## config.mk

```make
export PLATFORM = sky130hd
export DESIGN_NAME = rr_priority_arbiter_flat
export DESIGN_NICKNAME = d
export VERILOG_FILES = /design/src/rtl/rr_priority_arbiter_if.sv /design/src/rtl/rr_priority_arbiter.sv /design/src/flat_wrapper.sv
export SDC_FILE = /design/constraint.sdc
export NUM_CORES = 1
export LEC_CHECK = 0
export CORE_MARGIN = 1.5
export CORE_UTILIZATION = 45
export DETAILED_ROUTE_END_ITERATION = 8
export GPL_TIMING_DRIVEN = 0
export PLACE_DENSITY = 0.73
export RECOVER_POWER = 50
export SLEW_MARGIN = 20
export SYNTH_ARGS = -nofsm -noshare
export SYNTH_HDL_FRONTEND = slang
export SYNTH_SLANG_ARGS = --single-unit
```

## constraint.sdc

```tcl
create_clock -name clk -period 1.45 [get_ports clk]
set_clock_uncertainty 0.1 [all_clocks]
set_input_delay 0.3625 -clock clk [delete_from_list [all_inputs] [get_ports clk]]
set_output_delay 0.3625 -clock clk [all_outputs]
set_load 0.02 [all_outputs]
```

## src/rtl/rr_priority_arbiter_if.sv

```systemverilog
// rtl/rr_priority_arbiter_if.sv - request/grant bundle for rr_priority_arbiter (lock only with ARB_LOCK_EN)
interface rr_priority_arbiter_if #(
    parameter int N   = 4,
    parameter int IDW = $clog2(N)
);
    logic [N-1:0]   req;
`ifdef ARB_LOCK_EN
    logic           lock;
`endif
    logic [N-1:0]   gnt;
    logic           gnt_valid;
    logic [IDW-1:0] gnt_id;

    modport master (
`ifdef ARB_LOCK_EN
        input  lock,
`endif
        input  req,
        output gnt, gnt_valid, gnt_id
    );

    modport slave (
`ifdef ARB_LOCK_EN
        output lock,
`endif
        output req,
        input  gnt, gnt_valid, gnt_id
    );
endinterface

```

## src/rtl/rr_priority_arbiter.sv

```systemverilog
// rtl/rr_priority_arbiter.sv - N-way fixed/round-robin arbiter with registered grant and burst cap
// Optional feature macro: ARB_LOCK_EN (lock input overrides the burst cap)
module rr_priority_arbiter #(
    parameter int N        = 4,
    parameter int RR_MODE  = 0,
    parameter int MAX_HOLD = 4
) (
    input  logic                 clk,
    input  logic                 rst_n,
    rr_priority_arbiter_if.master bus
);
    localparam int IDW = $clog2(N);
    localparam int HW  = (MAX_HOLD > 0) ? $clog2(MAX_HOLD + 1) : 1;
    localparam logic [N-1:0] ONE = N'(1);

    typedef enum logic {IDLE, GRANT} state_t;

    state_t         state_q, state_d;
    logic [N-1:0]   gnt_q, gnt_d;
    logic [IDW-1:0] owner_q, owner_d;
    logic [IDW-1:0] rr_ptr_q, rr_ptr_d;
    logic [HW-1:0]  hold_q, hold_d;

    logic           owner_req;
    logic           lock_hold;
    logic           cap_hit;
    logic [HW-1:0]  hold_inc;
    logic [N-1:0]   cand;
    logic [IDW-1:0] win;
    logic           new_grant;

    // First set bit of c scanning upward from start, wrapping at N-1.
    function automatic logic [IDW-1:0] pick(input logic [N-1:0] c, input logic [IDW-1:0] start);
        logic [IDW-1:0] idx;
        logic           found;
        pick  = '0;
        found = 1'b0;
        for (int k = 0; k < N; k++) begin
            idx = IDW'((int'(start) + k) % N);
            if (!found && c[idx]) begin
                pick  = idx;
                found = 1'b1;
            end
        end
    endfunction

    function automatic logic [IDW-1:0] next_ptr(input logic [IDW-1:0] x);
        next_ptr = (x == IDW'(N - 1)) ? '0 : x + IDW'(1);
    endfunction

    always_comb begin
        owner_req = bus.req[owner_q];
`ifdef ARB_LOCK_EN
        lock_hold = bus.lock & owner_req;
`else
        lock_hold = 1'b0;
`endif
        cap_hit  = (MAX_HOLD != 0) && (hold_q >= HW'(MAX_HOLD)) && !lock_hold;
        hold_inc = (&hold_q) ? hold_q : hold_q + HW'(1);
        // The capped owner sits out exactly one arbitration.
        cand     = bus.req & ~((state_q == GRANT && cap_hit) ? (ONE << owner_q) : '0);
        win      = pick(cand, (RR_MODE != 0) ? rr_ptr_q : '0);
    end

    always_comb begin
        state_d   = state_q;
        gnt_d     = gnt_q;
        owner_d   = owner_q;
        rr_ptr_d  = rr_ptr_q;
        hold_d    = hold_q;
        new_grant = 1'b0;
        case (state_q)
            IDLE: begin
                if (|cand) new_grant = 1'b1;
            end
            GRANT: begin
                if (owner_req && !cap_hit) begin
                    hold_d = hold_inc;
                end else if (|cand) begin
                    new_grant = 1'b1;
                end else if (cap_hit && owner_req) begin
                    hold_d   = HW'(1);
                    rr_ptr_d = next_ptr(owner_q);
                end else begin
                    state_d = IDLE;
                    gnt_d   = '0;
                    owner_d = '0;
                    hold_d  = '0;
                end
            end
            default: state_d = IDLE;
        endcase
        if (new_grant) begin
            state_d  = GRANT;
            gnt_d    = ONE << win;
            owner_d  = win;
            hold_d   = HW'(1);
            rr_ptr_d = next_ptr(win);
        end
    end

    always_ff @(posedge clk) begin
        if (!rst_n) begin
            state_q  <= IDLE;
            gnt_q    <= '0;
            owner_q  <= '0;
            rr_ptr_q <= '0;
            hold_q   <= '0;
        end else begin
            state_q  <= state_d;
            gnt_q    <= gnt_d;
            owner_q  <= owner_d;
            rr_ptr_q <= rr_ptr_d;
            hold_q   <= hold_d;
        end
    end

    assign bus.gnt       = gnt_q;
    assign bus.gnt_valid = |gnt_q;
    assign bus.gnt_id    = owner_q;
endmodule

```

## src/flat_wrapper.sv

```systemverilog
// flat-port wrapper written by rule: the top's interface ports become plain ports
module rr_priority_arbiter_flat 
#(
    parameter int N        = 4,
    parameter int RR_MODE  = 0,
    parameter int MAX_HOLD = 4
)
  (clk, rst_n, bus_req, bus_gnt, bus_gnt_valid, bus_gnt_id);
  rr_priority_arbiter_if #(.N(N)) bus_i ();
  input  logic clk;
  input  logic rst_n;
  input wire logic [$bits(bus_i.req)-1:0] bus_req;
  output wire logic [$bits(bus_i.gnt)-1:0] bus_gnt;
  output wire logic [$bits(bus_i.gnt_valid)-1:0] bus_gnt_valid;
  output wire logic [$bits(bus_i.gnt_id)-1:0] bus_gnt_id;
  assign bus_i.req = bus_req;
  assign bus_gnt = bus_i.gnt;
  assign bus_gnt_valid = bus_i.gnt_valid;
  assign bus_gnt_id = bus_i.gnt_id;
  rr_priority_arbiter #(.N(N), .RR_MODE(RR_MODE), .MAX_HOLD(MAX_HOLD)) u_core (.clk(clk), .rst_n(rst_n), .bus(bus_i));
endmodule
```

==> reports/metrics.cfg, run 1 <==
[yosys]
yosys_warnings = 0
synth_flop_cell = dfxtp_1
synth.distinct_cells = 38
ys_seq_area_share_pct = 28.7
syn_area_um2 = 698
synth_edf_count = 0
synth_seq_cells = 10
async_flop_share_pct = 0
synth_nets = 92
avgSynthCellArea_um2 = 8.41
synthCells = 83

[final_layout]
nets = 115
fillCellCount = 120
drive_gt1_share_pct = 50.5
antenna_cells = 0
final_common_cell = a21oi_1
final_core_util_pct = 70.4
area_delta_synth_final_pct = 48.4
most-common-layout-cells = a21oi_1, nand3_2, dfxtp_2

[pwr]
p_clk_share_pct = 33.3
internal-power_mw = 0.554
power_mw = 0.808
sw_frac_of_total_pct = 31.5
seqPwrFrac_pct = 37.3
p_per_area_nw_per_um2 = 780
p_switching_mw = 0.255
leakage_nw = 0.421
ir_drop_mv = 0.629
p_comb_share_pct = 29.5

[drt]
drtAntennaViolNets = 0
postRouteWirelength_um = 1850
avgRoutedWirePerCell_um = 15.3
initialDrtViolationCount = 17
drc = 0
drtPass1Iterations = 4
drt-vias-per-instance = 6.12
vias = 741

[worst_setup_path]
worstSetupPathType = register to output port
cp-end-kind = output port
required_ns = 0.99
critPathMaxFanout = 3
reg2reg_depth = 4
start_kind = register
worstPathArrival_ns = 1.26

[clocking]
hold_buffers = 0
cts_sinks = 10
cts_root_buf = clkbuf_4
clk_pin_slew_ns = 0.07
clockBufferDepth = 2
cts_tree = yes
cts.htree.levels = 1
numCtsBuffers = 3
clk_latency_ns = 0.28

[sta]
hold_viol = 0
layout_min_cycle_time_ns = 1.72
relSlewSlack_pct = 80.4
max_freq_mhz = 580
setup_viol = 10
setup_ws_ns = -0.273
post-route-period-util_pct = 119
report.final.slew_viol_count = 0
rsz0062_at_grt = true
worstMarginPinSlew_ns = 0.293

[run]
maxCapViolCount = 0

[global_route]
grt_pass1_vias = 695
gr-usage-met3_pct = 3.45
grtUsageTotal_pct = 21.7
grt_max_degree = 11
use_met2_pct = 35.7
use_met1_pct = 27.8
grt_pass1_wl_um = 3010
antenna_found_initial = 0
grt.busiest_layer = met2
gr-total-overflow = 0

[floorplanning]
design.portCount = 13
fp.dieH_um = 42.4
die_x_um = 42.4
coreArea_um2 = 1470
initial_core_util_pct = 47.4
row_count = 14
dieArea_um2 = 1800

[min_path]
holdCritPathClass = register to register
min_delay_path_depth = 2

[status]
outcome = finished, violations left
violations = setup timing

[place]
routabilityCongestion = 0.875
port-buffer-count = 12
preCtsSetupSlack_ns = -0.634
hpwl_um = 1170

## stage by stage
step	hold slack [ns]	area [µm²]	setup TNS, ns	std cells
6_report	0.392	1040	-1.11	121
5_1_grt	0.416	1040	-1.54	121
4_1_cts	0.391	937	-0.834	118
3_5_place_dp	0.392	847	-6.18	111
3_3_place_gp	0.396	847	-6.13	111
2_1_floorplan	0.424	707	-0.442	83
## critical path, stage by stage, from the launching register on
cell	delay, ns
dfxtp_2	0.33
or4_4	0.52
buf_6	0.14
## logic make-up (layout without fill, tap and decap cells)
family	after synthesis	count (layout)	share of synthesized area, %
compound gates	28	28	26.3
fa+ha+maj	3	3	5.38
buf+inv	8	30	6.09
flops	10	10	28.7
mux	3	3	6.09
simple gates	31	31	27.4
## cell type report
class / count / area, µm² / share of cell area (%)
Tap cell: 16 / 20.0 / 1.93
Timing Repair Buffer: 18 / 144 / 13.9
Sequential cell: 10 / 211 / 20.4
Multi-Input combinational cell: 65 / 572 / 55.2
Buffer: 3 / 33.8 / 3.26
Inverter: 5 / 18.8 / 1.81
Clock buffer: 4 / 36.3 / 3.50
## layer usage
layer / part of all wire, % / vias to the layer above
li1: - / 358
met1: 43 / 352
met2: 50 / 23
met3: 4.3 / 8
met4: 2.5 / 0
met5: 0 / -
## what timing repair did
action,CTS,global route
setup endpoints to repair,17,13
resized for setup,28,31
buffers inserted,3,3
pin swaps,6,12
## registers in the layout, summed over array words and instances (netlist names)
name / cells
u_core.bus.gnt_id: 2
u_core.state_q: 1
u_core.hold_q: 3
u_core.bus.gnt: 4
## cells in the mapped netlist, drive strengths merged (2+ instances only)
cell type	n	share of area, %
ha	3	5.4
and3	3	2.9
buf	2	2.7
nand3	8	6.5
and3b	2	2.7
mux2i	2	2.9
nand2b	2	2.9
o21ai	3	2.1
nor2	4	2.1
inv	5	2.7
a21o	2	2.5
dfxtp	10	29
nand3b	2	2.1
o22ai	5	4.5
a21oi	11	8.4
nand2	5	3.0
## power by group through the flow
| stage | sequential, mW | clock (mW) | combinational, mW |
|---|---|---|---|
| 5_1_grt | 0.304 | 0.275 | 0.255 |
| 3_5_place_dp | 0.306 | 0 | 0.188 |
| 3_3_place_gp | 0.306 | 0 | 0.186 |
| 4_1_cts | 0.300 | 0.263 | 0.199 |
| 2_1_floorplan | 0.315 | 0 | 0.114 |
| 6_report | 0.301 | 0.269 | 0.238 |
## path summary, 6_finish.rpt
path	startpoint	end	slack [ns]
min reg2reg	u_core.bus.gnt[2]	u_core.bus.gnt[2]	0.39
max reg2reg	u_core.bus.gnt_id[1]	u_core.bus.gnt[2]	-0.14
max	u_core.bus.gnt[2]	bus_gnt_valid	-0.27
min	u_core.bus.gnt[2]	u_core.bus.gnt[2]	0.39
Note: power is estimated with default switching activity, not from simulation.
==> inputs of run 2 (changes only) <==
--- a/config.mk
+++ b/config.mk
@@ -5,12 +5,12 @@
 export SDC_FILE = /design/constraint.sdc
 export NUM_CORES = 1
 export LEC_CHECK = 0
+export ABC_CLOCK_PERIOD_IN_PS = 1450
 export CORE_MARGIN = 1.5
 export CORE_UTILIZATION = 45
 export DETAILED_ROUTE_END_ITERATION = 8
 export GPL_TIMING_DRIVEN = 0
 export PLACE_DENSITY = 0.73
-export RECOVER_POWER = 50
 export SLEW_MARGIN = 20
 export SYNTH_ARGS = -nofsm -noshare
 export SYNTH_HDL_FRONTEND = slang
==> run 2 against run 1 <==
The run still ends with setup timing left. Global-route usage unchanged. Non-clock buffer count unchanged. Sequential cell count unchanged. Worst hold slack worse by 0.00068 ns. Clock-buffer cell count unchanged. Critical endpoint unchanged. Highest routed layer unchanged.
==> reports/metrics.cfg, run 2 (synthesized netlist as in run 1, its figures left out) <==
[worst_setup_path]
worstSetupPathDepth = 2  ; unchanged
crit_buf_inv = 1  ; unchanged
critPathMaxFanout = 3  ; unchanged
setup.worst_path.start = u_core.bus.gnt[2]
worstPathArrival_ns = 1.26  ; about the same
cp-end-kind = output port
crit_family = simple AND/OR/NAND/NOR gates
reg2reg_depth = 4  ; unchanged
r2r_start = u_core.bus.gnt_id[1]
worstPathCellList = or4_4, buf_6
required_ns = 0.99  ; about the same
worst_path_max_delay_cell = or4_4
max_stage_delay_ns = 0.52  ; about the same
worstSetupPathType = register to output port
start_kind = register

[final_layout]
final_core_util_pct = 70.5  ; +0.085 points
final_common_cell = a21oi_1
area_delta_synth_final_pct = 48.6
largest_reg_flops = 4  ; unchanged
antenna_cells = 0  ; unchanged
drive_gt1_share_pct = 51.4  ; +0.95 points
most-common-layout-cells = a21oi_1, nand3_2, dfxtp_2
fillCellCount = 119  ; -0.83%
final_area_um2 = 1040  ; +0.12%
nets = 115  ; unchanged
instances_no_fill = 121  ; unchanged

[global_route]
antenna_found_initial = 0  ; unchanged
grt_pass1_vias = 695  ; unchanged
grtUsageTotal_pct = 21.7  ; unchanged
grt_pass1_wl_um = 3010  ; unchanged
gr-total-overflow = 0  ; unchanged
grt_max_degree = 11  ; unchanged

[pwr]
ir_drop_mv = 0.629  ; about the same
p_per_area_nw_per_um2 = 779  ; -0.12%
leakage_nw = 0.425  ; +0.82%
power_mw = 0.808  ; about the same

[clocking]
cts_tree = yes
cts_sinks = 10  ; unchanged
cts_root_buf = clkbuf_4
cts.htree.levels = 1  ; unchanged
numCtsBuffers = 3  ; unchanged
clockBufferDepth = 2  ; unchanged
clk_pin_slew_ns = 0.07  ; about the same
clk_latency_ns = 0.28  ; about the same

[floorplanning]
coreArea_um2 = 1470  ; unchanged
design.portCount = 13  ; unchanged
dieArea_um2 = 1800  ; unchanged
initial_core_util_pct = 47.4  ; unchanged
row_count = 14  ; unchanged
fp.dieH_um = 42.4  ; unchanged
die_x_um = 42.4  ; unchanged

[min_path]
min_delay_path_depth = 2  ; unchanged
hold_path_startpoint = u_core.bus.gnt[2]
holdCritPathClass = register to register

[status]
outcome = finished, violations left
violations = setup timing

[drt]
avgRoutedWirePerCell_um = 15.3  ; +0.11%
postRouteWirelength_um = 1850  ; +0.11%
vias = 741  ; unchanged
drtPass1Iterations = 4  ; unchanged
drt-vias-per-instance = 6.12  ; unchanged
drc = 0  ; unchanged
drtAntennaViolNets = 0  ; unchanged
initialDrtViolationCount = 18  ; +1

[sta]
setup_ws_ns = -0.273  ; +0.000790 ns
relSlewSlack_pct = 80.4  ; about the same
hold_viol = 0  ; unchanged
post-route-period-util_pct = 119  ; about the same
worstMarginPinSlew_ns = 0.293  ; -0.0000423 ns
setup_viol = 10  ; unchanged
rsz0062_at_grt = true
max_freq_mhz = 580  ; about the same
layout_min_cycle_time_ns = 1.72  ; -0.000790 ns
report.final.slew_viol_count = 0  ; unchanged

[place]
dp.cells = 111  ; unchanged
preCtsSetupSlack_ns = -0.634  ; unchanged
placed_area_um2 = 847  ; unchanged
hpwl_um = 1170  ; unchanged
port-buffer-count = 12  ; unchanged
routabilityCongestion = 0.875  ; unchanged

[run]
maxCapViolCount = 0  ; unchanged

==> run 2: changes by cell type in the layout (fill, tap and decap cells not counted) <==
cell	change
clkbuf_1	-1
clkbuf_2	+1
==> run 2: through the flow <==
| step | hold WS, ns | TNS, ns |
|---|---|---|
| floorplan | 0.424 | -0.442 |
| global placement | 0.396 | -6.13 |
| detailed placement | 0.392 | -6.18 |
| CTS | 0.391 | -0.834 |
| global route | 0.416 | -1.54 |
| finish | 0.392 | -1.11 |
==> run 2: routing by layer <==
| layer | global-route usage, % | vias to the layer above | share of wire, % |
|---|---|---|---|
| met3 | 3.45 | 8 | 4.5 |
| met5 | 0 | - | 0 |
| met4 | 9.38 | 0 | 2.6 |
| li1 | - | 360 | - |
| met1 | 27.8 | 350 | 43 |
| met2 | 35.7 | 23 | 50 |
==> run 2: path summary, 6_finish.rpt <==
kind,slack (ns),end
max,-0.27,bus_gnt_valid
min,0.39,u_core.bus.gnt[2]
max reg2reg,-0.14,u_core.bus.gnt[2]
min reg2reg,0.39,u_core.bus.gnt[2]
==> run 2: layout make-up <==
class                   count  area (µm²)  area share, %
well taps                  16        20.0           1.93
inverters                   5        18.8           1.81
plain buffers               3        33.8           3.26
repair buffers             18         145           14.0
multi-input cells          65         572           55.1
clock buffers               4        36.3           3.50
flip-flops and latches     10         211           20.4
==> run 2: worst register-to-register path, cell delays in order, from the launching register on <==
cell,delay [ns]
dfxtp_4,0.37
mux4_2,0.61
nand2b_4,0.24
nand3_1,0.10
o22ai_1,0.07
==> run 2: power breakdown <==
part	internal (mW)	leakage, nW	switching [mW]
clock network	0.153	0.0210	0.116
registers	0.289	0.0851	0.0122
logic	0.112	0.319	0.126
total	0.554	0.425	0.255
==> run 2: what timing repair did <==
item                       4_1_cts  5_1_grt
resized for setup               28       31
setup endpoints to repair       17       13
pin swaps                        6       12
setup buffers                    3        3
hold buffers                     0        0
==> patch 1 (flow settings as in run 1) <==
Make the reset (`rst_n`) asynchronous in one clocked block.
--- a/src/rtl/rr_priority_arbiter.sv
+++ b/src/rtl/rr_priority_arbiter.sv
@@ -100,5 +100,5 @@
     end
 
-    always_ff @(posedge clk) begin
+    always_ff @(posedge clk or negedge rst_n) begin
         if (!rst_n) begin
             state_q  <= IDLE;
Function: differs if rst_n is asserted again (counterexample within 4 cycles, from zero or initial values and one cycle with rst_n low); with rst_n held inactive, the same outputs for 10 cycles.
==> patch 1 against run 1 <==
Final cell count decreased by 17%. Cell area decreased by 9.3%. Worst hold slack got worse by 0.0056 ns. Synthesized cell count decreased by 23%. Worst setup slack got worse by 0.24 ns. Non-clock buffer count unchanged. Critical endpoint is now u_core.bus.gnt[0]$_DFFE_PN0P_. Synthesized area decreased by 2.7%. Die area decreased by 2.5%. Fmax decreased by 12%. Sequential cell count unchanged. Routed wire length decreased by 19%. The run still ends with negative setup slack left.
Power is not compared: it rests on default switching activity, and its combinational part moved more than twofold at a synthesized area within 25%.
==> patch 1: results (changes against run 1) <==
- The number of gates resized after cts was 15 (was 28).
- Top post-synthesis cells by count: dfrtp_1, nand2_1, o21ai_0, a21oi_1, buf_4 (was a21oi_1, dfxtp_1, nand3_1, inv_1, o22ai_1).
* Via-per-instance ratio: 5.743 (was 6.124)
* Area taken by multi-input logic gates: 439.2 um2 (was 571.8 um2)
- The placed instance count was 91 (was 111).
- Met1 capacity usage during global routing: 0.2610 (was 0.2781)
- Final setup margin: -0.5116 ns (was -0.2734 ns)
- Multi-input combinational cell count: 50 (was 65)
- The synthesized netlist cell count was 64 (was 83).
- End point of the critical path: u_core.bus.gnt[0]$_DFFE_PN0P_ (was bus_gnt_valid)
- Worst Path Max Fanout: 8 (was 3)
- Worst reg2reg path depth: 5 (was 4)
- The fraction of area in clock buffers and inverters is 0.03862 (was 0.03502).
* Adder-cell area share of the yosys netlist: 0.03683 (was 0.05376)
- Post-Synth XOR/XNOR Area: 0.01289 (was 0)
* Violations in the final reports: negative setup slack (unchanged)
- Tot GR Track Use: 0.1829 (was 0.2168)
- Post-synthesis sequential area ratio: 0.3683 (was 0.2867)
* Biggest area contributors in the synthesized netlist: dfrtp_1, o2bb2ai_4, ha_1, buf_4, mux4_2 (was dfxtp_1, a21oi_1, ha_1, nand3_1, o22ai_1)
- The highest cell delay on the worst timing path came to 0.57 ns (was 0.52 ns).
- Setup repair bufs after CTS: 4 (was 3)
* Crit path DAT: 2.01 ns (was 1.26 ns)
- Post-layout utilization of the core: 0.6960 (was 0.7041)
* Worst-case hold slack: 0.3868 ns (was 0.3924 ns)
- Post-Syn Nets: 72 (was 92)
* Area fraction in compound gates after synthesis: 0.2707 (was 0.2634)
- The placed cell area is 834.6 um2 (was 847.1 um2).
* Total routed wirelength: 1.503 mm (was 1.849 mm)
- The met2 track demand over resource in global routing is 0.2688 (was 0.3569).
* Setup slack after placement: -0.9629 ns (was -0.6339 ns)
* Number of global-route vias before repair: 539 (was 695)
- Clock latency of the later-clocked register in the worst-skew pair: 0.26 ns (was 0.28 ns)
- The origin of the worst setup path is u_core.bus.gnt_id[1]$_DFFE_PN0P_ (was u_core.bus.gnt[2]$_SDFFE_PN0P_).
* Post-synth top flop: dfrtp_1 (was dfxtp_1)
- The layout inverter count without the clock tree came to 1 (was 5).
- The detailed router's first-iteration violation count was 12 (was 17).
- The slew at the pin with the worst max-slew slack was 0.4688 ns (was 0.2932 ns).
* Mux cell area share after synthesis: 0.05525 (was 0.06093)
- The total of endpoints with negative setup slack in the final report came to 11 (was 10).
* Data-path buffer share of cell area in the final layout: 0.1984 (was 0.1715)
- Share of post-route cells with drive strength above 1: 0.4767 (was 0.5048)
- Wire length of the first global-routing pass: 2.435 mm (was 3.008 mm)
* Placer Congestion: 0.8110 (was 0.8753)
- The setup TNS came to -4.790 ns (was -1.114 ns).
- Worst min-delay path class: input port to asynchronous set/reset pin (was flop to flop)
- Number of fillers in the final layout: 107 (was 120)
- Run status: finished, violations left (unchanged)
-- patch 1: cell count changes after synthesis, moves of 3 or more --
| cell | delta |
|---|---|
| o22ai_1 | -3 |
| a21oi_1 | -7 |
| inv_1 | -4 |
| dfxtp_1 | -10 |
| nand3_1 | -5 |
| dfrtp_1 | +10 |
-- patch 1: worst min-delay path by stage --
stage,start,end,cells after the start
after floorplan,rst_n,u_core.bus.gnt[0]$_DFFE_PN0P_,0
final,rst_n,u_core.state_q$_DFF_PN0_,1
after detailed placement,u_core.hold_q[1]$_DFFE_PN0P_,u_core.hold_q[1]$_DFFE_PN0P_,1
after CTS,rst_n,u_core.hold_q[0]$_DFFE_PN0P_,1
after global routing,u_core.hold_q[1]$_DFFE_PN0P_,u_core.hold_q[1]$_DFFE_PN0P_,1
after global placement,u_core.hold_q[1]$_DFFE_PN0P_,u_core.hold_q[1]$_DFFE_PN0P_,1
-- patch 1: routing by layer --
layer  part of all wire  wire (um)
met5                  0          0
met4              0.015         22
met3              0.047         71
met2               0.45        672
met1               0.49        736
==> patch 2 (flow settings as in run 1) <==
Made on the original files. `RR_MODE` is set to 0 in 2 places; all go to 1.
--- a/src/rtl/rr_priority_arbiter.sv
+++ b/src/rtl/rr_priority_arbiter.sv
@@ -3,5 +3,5 @@
 module rr_priority_arbiter #(
     parameter int N        = 4,
-    parameter int RR_MODE  = 0,
+    parameter int RR_MODE  = 1,
     parameter int MAX_HOLD = 4
 ) (
--- a/src/flat_wrapper.sv
+++ b/src/flat_wrapper.sv
@@ -3,5 +3,5 @@
 #(
     parameter int N        = 4,
-    parameter int RR_MODE  = 0,
+    parameter int RR_MODE  = 1,
     parameter int MAX_HOLD = 4
 )
Function: changed (a bounded check fails within 4 cycles, from zero or initial values and one cycle with rst_n low).
==> patch 2 against run 1 <==
The run still ends with negative setup slack left. Non-clock buffer count grew 6. Critical path depth rose by 7. Sequential cell count increased by 2. Power is 100% higher. Combinational power rose to 3.7 times the old value. Global-route usage increased by 1.2 points. Cell area up 39%. Worst setup slack got worse by 0.32 ns. Synthesized area increased by 40%. Routed wire length is 55% higher. Critical endpoint is now u_core.rr_ptr_q[1]$_SDFFE_PN0P_. Largest power group is now combinational cells.
==> patch 2: results (changes against run 1) <==
- HP Start: u_core.hold_q[1]$_SDFFE_PP0P_ (was u_core.bus.gnt[2]$_SDFFE_PN0P_)
- The highest cell delay on the worst timing path came to 0.37 ns (was 0.52 ns).
- Worst reg2reg path depth: 9 (was 4)
* # Max-Cap Violations: 0 (unchanged)
- The routed length on met1 is 1.256 mm (was 800 um).
* Mean instance size in the synthesized netlist: 9.207 um2 (was 8.412 um2)
* Top post-synthesis cells by count: dfxtp_1, ha_1, inv_1, a32o_1, nor2_1 (was a21oi_1, dfxtp_1, nand3_1, inv_1, o22ai_1)
- The number of unique standard cell types used by synthesis came to 42 (was 38).
- The cell class contributing the biggest share of worst-path delay is compound AO/OA/AOI/OAI gates (was simple AND/OR/NAND/NOR gates).
- Post-synthesis sequential area ratio: 0.2462 (was 0.2867)
* Final setup vio count: 14 (was 10)
- The detailed route wirelength on metal3 is 124 um (was 79 um).
* Share of post-route cells with drive strength above 1: 0.4470 (was 0.5048)
- The worst-path cell with the longest stage delay was dfxtp_4 (was or4_4).
- The minimum setup slack in the final design came to -0.5934 ns (was -0.2734 ns).
- Relative slew slack: 0.7394 (was 0.8037)
- Run status: finished, violations left (unchanged).
- Number of global-route vias before repair: 920 (was 695)
- The share of synthesized area spent on multiplexers was 0.05385 (was 0.06093).
- The setup TNS was -6.249 ns (was -1.114 ns).
- The post-synthesis compound-gate area fraction was 0.2897 (was 0.2634).
* Biggest area contributors in the synthesized netlist: dfxtp_1, ha_1, a32o_1, inv_1, mux2i_1 (was dfxtp_1, a21oi_1, ha_1, nand3_1, o22ai_1)
* Tot GR Track Use: 0.2288 (was 0.2168)
- The number of nets in the synthesized netlist is 122 (was 92).
- The destination of the worst register-to-register timing path is u_core.rr_ptr_q[1]$_SDFFE_PN0P_ (was u_core.bus.gnt[2]$_SDFFE_PN0P_).
* Placer Congestion: 0.8521 (was 0.8753)
- The hold path endpoint was u_core.hold_q[1]$_SDFFE_PP0P_ (was u_core.bus.gnt[2]$_SDFFE_PN0P_).
- Largest voltage drop on the vdd net: 0.0007765 V (was 0.0006293 V)
- The adder and majority cell fraction of the synthesized area is 0.1282 (was 0.05376).
- Total routed wirelength: 2.866 mm (was 1.849 mm)
- The worst setup slack before clock tree synthesis came to -1.109 ns (was -0.6339 ns).
- Clock latency of the later-clocked register in the worst-skew pair: 0.29 ns
- Violations in the final reports: negative setup slack (unchanged).
- Via-per-instance ratio: 6.019 (was 6.124)
- Critical register-to-register path startpoint: u_core.bus.gnt_id[0]$_SDFFE_PN0P_ (was u_core.bus.gnt_id[1]$_SDFFE_PN0P_)
patch 2: area by class of cell:
cell class,instances,area (um2)
Tap cell,27,33.78
Timing Repair Buffer,23,202.7
Buffer,4,55.05
Clock buffer,4,36.28
Fill cell,150,564.3
Sequential cell,12,251.5
Multi-Input combinational cell,79,808.3
Inverter,10,50.05
patch 2: cells by family after synthesis:
group	Yosys count
fa+ha+maj	10
buf+inv	15
flops	12
compound gates	31
simple gates	33
mux	5
patch 2: worst max path at each step:
stage	start	endpoint	slack (ns)	depth (start not counted)
2_1_floorplan	u_core.bus.gnt_id[0]$_SDFFE_PN0P_	u_core.rr_ptr_q[1]$_SDFFE_PN0P_	-0.57	9
3_3_place_gp	bus_req[3]	u_core.rr_ptr_q[1]$_SDFFE_PN0P_	-1.06	6
3_5_place_dp	bus_req[3]	u_core.rr_ptr_q[1]$_SDFFE_PN0P_	-1.11	6
4_1_cts	u_core.bus.gnt_id[0]$_SDFFE_PN0P_	u_core.rr_ptr_q[1]$_SDFFE_PN0P_	-0.56	8
5_1_grt	u_core.bus.gnt_id[0]$_SDFFE_PN0P_	u_core.rr_ptr_q[1]$_SDFFE_PN0P_	-0.62	9
6_report	u_core.bus.gnt_id[0]$_SDFFE_PN0P_	u_core.rr_ptr_q[1]$_SDFFE_PN0P_	-0.59	9
patch 2: repair_timing:
item | 4_1_cts | 5_1_grt
setup buffers | 7 | 4
setup endpoints to repair | 19 | 18
gates cloned | 0 | 0
pin swaps | 13 | 6
resized for setup | 46 | 13
patch 2: through the flow:
step / area, um2 / utilization / hold slack [ns]
after floorplan: 1037 / - / 0.3420
after global placement: 1191 / 0.5950 / 0.3574
after detailed placement: 1191 / 0.5950 / 0.3644
after CTS: 1395 / 0.6969 / 0.3782
after global routing: 1438 / 0.7181 / 0.4046
final: 1438 / 0.7181 / 0.3620
patch 2: report_power, final:
group	switching, W	internal, W	total [W]
clock	0.000130	0.000153	0.000283
combinational	0.000440	0.000431	0.000871
sequential	0.0000844	0.000396	0.000480
patch 2: per-layer routing:
layer  global-route usage  up-vias
li1                     -      450
met1               0.2731      475
met2               0.3844       25
met3              0.07576        7
met4              0.07407        0
met5                    0        -
patch 2: worst min-delay path: stages, from the launching register on:
cell     delay [ns]
dfxtp_1        0.32
nand2_1        0.05
o21ai_1        0.05
